==> src/rtl/brush_painter.sv <==
// brush_painter
//   Writer side of the pixel store's write port. Takes paint and clear
//   commands from the command decoder and expands each one into a stream
//   of single-pixel writes on the CANVAS x CANVAS canvas. Paint commands
//   sweep a (2r+1)x(2r+1) square around the centre, row-major, and silently
//   skip any pixel that lands off the canvas. Clear commands sweep the whole
//   canvas with ERASE_COLOR. Each write is held on wx/wy/newColor/brush
//   until the store accepts it with wrReady.
//
// Ports
//   clk        system clock
//   reset      asynchronous, active-high reset
//   cmdValid   command present on the cmd* inputs
//   cmdReady   block can accept a command this cycle (state == IDLE)
//   cmdClear   1 = clear whole canvas, 0 = paint
//   cmdX/cmdY  brush centre; bit 7 set means off-canvas
//   cmdColor   paint colour
//   cmdRadius  brush radius r, 0..3
//   wrReady    store accepts the presented write this cycle
//   wx/wy      write coordinate, bit 7 always 0
//   newColor   write colour
//   brush      write valid
//   busy       high while painting or clearing
module brush_painter #(
  parameter int         CANVAS      = 128,
  parameter int         MAX_RADIUS  = 3,
  parameter logic [2:0] ERASE_COLOR = 3'b000
) (
  input  logic       clk,
  input  logic       reset,
  input  logic       cmdValid,
  output logic       cmdReady,
  input  logic       cmdClear,
  input  logic [7:0] cmdX,
  input  logic [7:0] cmdY,
  input  logic [2:0] cmdColor,
  input  logic [1:0] cmdRadius,
  input  logic       wrReady,
  output logic [7:0] wx,
  output logic [7:0] wy,
  output logic [2:0] newColor,
  output logic       brush,
  output logic       busy
);

  typedef enum logic [1:0] {
    IDLE,
    PAINT,
    CLEAR
  } state_t;

  localparam logic [7:0] CANVAS_LIM = 8'(CANVAS);
  localparam logic [6:0] LAST_COORD = 7'(CANVAS - 1);
  localparam logic [1:0] MAX_R      = 2'(MAX_RADIUS);

  state_t state, state_next;

  // Command fields latched at acceptance
  logic [7:0]        cx, cx_next;
  logic [7:0]        cy, cy_next;
  logic [2:0]        color_lat, color_lat_next;
  logic signed [3:0] rad, rad_next;

  // Current brush offset within the square
  logic signed [3:0] dx, dx_next;
  logic signed [3:0] dy, dy_next;

  // Registered write port; in CLEAR x_q/y_q double as the sweep counters
  logic [6:0] x_q, x_next;
  logic [6:0] y_q, y_next;
  logic [2:0] color_q, color_next;
  logic       brush_q, brush_next;

  // Candidate pixel for the offset about to be presented
  logic       present;
  logic [8:0] px, py;
  logic       in_range;

  assign cmdReady = (state == IDLE);
  assign busy     = (state == PAINT) || (state == CLEAR);
  assign wx       = {1'b0, x_q};
  assign wy       = {1'b0, y_q};
  assign newColor = color_q;
  assign brush    = brush_q;

  // Next-state and next-output logic. 'present' marks cycles where a new
  // paint offset is loaded onto the write port; the pixel is then either
  // driven with brush=1 or skipped with brush=0 depending on clipping.
  always_comb begin
    state_next     = state;
    cx_next        = cx;
    cy_next        = cy;
    color_lat_next = color_lat;
    rad_next       = rad;
    dx_next        = dx;
    dy_next        = dy;
    x_next         = x_q;
    y_next         = y_q;
    color_next     = color_q;
    brush_next     = brush_q;
    present        = 1'b0;

    case (state)
      IDLE: begin
        brush_next = 1'b0;
        if (cmdValid) begin
          if (cmdClear) begin
            state_next = CLEAR;
            x_next     = '0;
            y_next     = '0;
            color_next = ERASE_COLOR;
            brush_next = 1'b1;
          end else begin
            state_next     = PAINT;
            cx_next        = cmdX;
            cy_next        = cmdY;
            color_lat_next = cmdColor;
            rad_next       = {2'b00, (cmdRadius > MAX_R) ? MAX_R : cmdRadius};
            dx_next        = -rad_next;
            dy_next        = -rad_next;
            present        = 1'b1;
          end
        end
      end

      PAINT: begin
        // A skipped pixel (brush=0) advances unconditionally after one cycle
        if (!brush_q || wrReady) begin
          if ((dx == rad) && (dy == rad)) begin
            state_next = IDLE;
            brush_next = 1'b0;
          end else begin
            if (dx == rad) begin
              dx_next = -rad;
              dy_next = dy + 4'sd1;
            end else begin
              dx_next = dx + 4'sd1;
            end
            present = 1'b1;
          end
        end
      end

      CLEAR: begin
        if (wrReady) begin
          if ((x_q == LAST_COORD) && (y_q == LAST_COORD)) begin
            state_next = IDLE;
            brush_next = 1'b0;
          end else if (x_q == LAST_COORD) begin
            x_next = '0;
            y_next = y_q + 7'd1;
          end else begin
            x_next = x_q + 7'd1;
          end
        end
      end

      default: begin
        state_next = IDLE;
        brush_next = 1'b0;
      end
    endcase

    // 9-bit sum: anything negative or >= CANVAS has bit 8 set or fails the
    // limit compare, including centres up to 255 plus an offset of +3.
    px       = {1'b0, cx_next} + {{5{dx_next[3]}}, dx_next};
    py       = {1'b0, cy_next} + {{5{dy_next[3]}}, dy_next};
    in_range = !px[8] && (px[7:0] < CANVAS_LIM) &&
               !py[8] && (py[7:0] < CANVAS_LIM);

    if (present) begin
      if (in_range) begin
        x_next     = px[6:0];
        y_next     = py[6:0];
        color_next = color_lat_next;
        brush_next = 1'b1;
      end else begin
        brush_next = 1'b0;
      end
    end
  end

  // State and write-port registers; reset aborts any stroke immediately
  always_ff @(posedge clk or posedge reset) begin
    if (reset) begin
      state     <= IDLE;
      cx        <= '0;
      cy        <= '0;
      color_lat <= '0;
      rad       <= '0;
      dx        <= '0;
      dy        <= '0;
      x_q       <= '0;
      y_q       <= '0;
      color_q   <= '0;
      brush_q   <= 1'b0;
    end else begin
      state     <= state_next;
      cx        <= cx_next;
      cy        <= cy_next;
      color_lat <= color_lat_next;
      rad       <= rad_next;
      dx        <= dx_next;
      dy        <= dy_next;
      x_q       <= x_next;
      y_q       <= y_next;
      color_q   <= color_next;
      brush_q   <= brush_next;
    end
  end

endmodule

==> config.mk <==
export PLATFORM = sky130hd
export DESIGN_NAME = brush_painter
export DESIGN_NICKNAME = d
export VERILOG_FILES = /design/src/rtl/brush_painter.sv
export SDC_FILE = /design/constraint.sdc
export NUM_CORES = 1
export LEC_CHECK = 0
export CAP_MARGIN = 20
export CORE_ASPECT_RATIO = 1.5
export CORE_UTILIZATION = 55
export DETAILED_ROUTE_END_ITERATION = 16
export GPL_TIMING_DRIVEN = 0
export PLACE_DENSITY = 0.8
export SYNTH_ARGS = -nofsm -noshare
export SYNTH_HDL_FRONTEND = slang
export SYNTH_SLANG_ARGS = --single-unit
==> constraint.sdc <==
create_clock -name clk -period 11.3 [get_ports clk]
set_clock_uncertainty 0.15 [all_clocks]
set_input_delay 2.26 -clock clk [delete_from_list [all_inputs] [get_ports clk]]
set_output_delay 2.26 -clock clk [all_outputs]
set_load 0.01 [all_outputs]
==> results.toml <==
[outcome]
outcome = "complete, no violations"

[cells_and_area]
layout.nets = 488
area_growth_pct = 19.9
n_fill_cell = 491
drive_above_1_share = 0.0826
seqCellArea_um2 = 1230
final_area_um2 = 4110
multi_input_area_um2 = 2040
n_antenna_cell = 0

[global_routing]
grt.total_usage = 0.281
overflow = 0
grt_pass1_vias = 3123
antenna_found_initial = 0
grt_max_degree = 35
grt_pass1_wl_um = 14000
top_usage_layer = "met2"
met3_usage = 0.0405
met1_usage = 0.324
met2_usage = 0.495

[detailed_routing]
viasPerCell = 5.86
antenna_left = 0
drc = 0
drtPass1Iterations = 5
wire_per_inst_um = 16.4
drt_iter0_drc = 216
vias = 2976
routed_wl_um = 8340

[setup_path]
path_buf_inv = 4
cp.required_ps = 11370
start_kind = "primary input"
reg2regPathDepth = 17
end_kind = "flop"
criticalPathCategory = "primary input to flop"
r2r_slack_ps = 6510
arrival_ps = 6620
reg2reg_to = "x_q[3]"
critPathMaxFanout = 10
cpMostUsedCell = "nand2b_1"
crit_family = "buffers and inverters"
slowest_delay_ps = 500
startpoint = "cmdClear"
path_cells = "clkdlybuf4s50_1 -> nand2b_1 -> or2_2 -> clkbuf_1 -> buf_1 -> o221ai_1 -> ha_1 -> nor2b_1 -> o21ai_1 -> nand2b_1 -> a21o_1 -> a221o_1 -> xnor2_1 -> nand4_4 -> buf_6 -> mux2i_1"
r2r-start = "state[0]"
slowest_stage = "clkdlybuf4s50_1"

[cts]
htreeDepth = 2
clock_sinks = 49
postCtsSetupRepairBufs = 0
cts_tree = "yes"
ctsLongestPathBuffers = 2
cts_resized = 0
cts_root_buf = "clkbuf_8"
cts_hold_buf = 0
cts_buffers = 5
worstSkewPairLatency_ps = 300
path_clk_slew_ps = 90

[placed_design]
hpwl_um = 6280
placed_cell_area_um2 = 3990
gp_congestion = 0.894
port-buffer-count = 45

[power_and_ir_drop]
p_leak_nw = 1.98
power.density_nw_per_um2 = 344
vdd_drop_max_mv = 0.345

[timing]
tightest_slew_ps = 557
post-route-period-util = 0.579
drv_slew = 0
fin_crit_ps = 6540
relSlewSlack = 0.629
rsz0062_at_grt = "false"
hold_violations = 0
fmax_mhz = 153
finalSetupViolCount = 0
setup_tns_ps = 0

[yosys]
synth-edff-count = 0
syn_avg_cell_area_um2 = 8.99
yosysSeqAreaShare = 0.358
syn_inst = 381
ys.warnings.count = 0
ys.flop_type = "dfrtp_1"
async_flop_share = 1.00
synth.distinct_cells = 57
syn_area_um2 = 3430
synth_seq_cells = 49

[floorplanning]
dieArea_um2 = 6560
row_count = 34
num_io_pins = 48
initial_core_util = 0.580
die_width_um = 66.5
die_h_um = 98.7
core_um2 = 5910

[hold_path]
min_to = "color_lat[1]"
hold_path_depth = 2
hp-start = "color_lat[1]"
worstHoldPathType = "flop to flop"

[flow_run]
max-cap-violations = 0
[sequential cells by signal, summed over array words and instances (netlist names)]
register and cells:
y_q 7, x_q 7, rad 2, dx 4, dy 4, newColor 3
brush 1, color_lat 3, cy 8, state 2, cx 8
[cells by family after synthesis]
| group | Yosys count | share of synthesized area |
|---|---|---|
| buf+inv | 35 | 0.0467 |
| simple gates | 140 | 0.195 |
| fa+ha+maj | 27 | 0.103 |
| xor+xnor | 24 | 0.0635 |
| mux | 21 | 0.0646 |
| compound gates | 84 | 0.169 |
| other cells | 1 | 0.00109 |
| flops | 49 | 0.358 |
[cell usage after synthesis (all sizes together), types with 9 or more instances]
| library cell | instances | area, um2 |
|---|---|---|
| inv | 18 | 67.6 |
| ha | 25 | 313 |
| a21oi | 18 | 90.1 |
| mux2 | 9 | 101 |
| xnor2 | 11 | 96.3 |
| dfrtp | 49 | 1230 |
| nor2 | 21 | 78.8 |
| buf | 9 | 62.6 |
| nand3 | 9 | 45.0 |
| mux2i | 12 | 120 |
| nand2 | 77 | 294 |
| a22oi | 11 | 82.6 |
| o21ai | 17 | 88.8 |
| xor2 | 13 | 121 |
[cell type report]
class                   count  area share
inverters                  18      0.0164
repair buffers             46       0.115
clock buffers               7      0.0210
multi-input cells         298       0.498
plain buffers              17      0.0225
clock inverters             1     0.00731
flip-flops and latches     49       0.299
well taps                  72      0.0219
[placed cells by master (no fill, tap or decap), types with 11 or more instances in the layout]
master           instances
a21oi_1                 18
a22oi_1                 11
clkdlybuf4s50_1         45
dfrtp_1                 49
ha_1                    25
inv_1                   17
mux2i_1                 12
nand2_1                 75
nor2_1                  21
o21ai_0                 14
xnor2_1                 11
xor2_1                  12
[metal layers]
metal	wire, um	share of wire
met5	0	0
met4	230	0.028
met3	228	0.027
met2	4510	0.54
met1	3370	0.40
[worst reg2reg max path, stage by stage (launching register included)]
cell and delay (ps):
dfrtp_1 410, inv_1 130, ha_1 360, inv_1 140, or2_2 310, clkbuf_1 270, buf_1 340, o221ai_1 350
ha_1 340, nor2b_1 150, o21ai_1 150, nand2b_1 110, a21o_1 200, a221o_1 340, xnor2_1 250, nand4_4 260
buf_6 250, mux2i_1 190
[where the power goes]
group	internal, mW	switching [mW]
clock	0.0723	0.0598
combinational	0.413	0.551
sequential	0.252	0.0661
[through the flow]
stage	utilization	setup slack [ps]	cells	total power [mW]	hold slack (ps)
finish	0.695	4760	508	1.41	333
floorplan	-	5760	382	1.00	287
CTS	0.695	4760	508	1.41	336
global route	0.695	4520	508	1.53	358
detailed placement	0.675	4550	500	1.27	314
global placement	0.672	4570	499	1.24	301
[worst max path at each step]
stage / end / slack [ps] / cells past startpoint
detailed placement: x_q[3] / 4550 / 16
finish: x_q[3] / 4760 / 16
global placement: x_q[5] / 4570 / 16
global route: x_q[3] / 4520 / 16
CTS: x_q[3] / 4760 / 16
floorplan: x_q[1] / 5760 / 17
No activity file was read; power rests on OpenSTA's default activity.
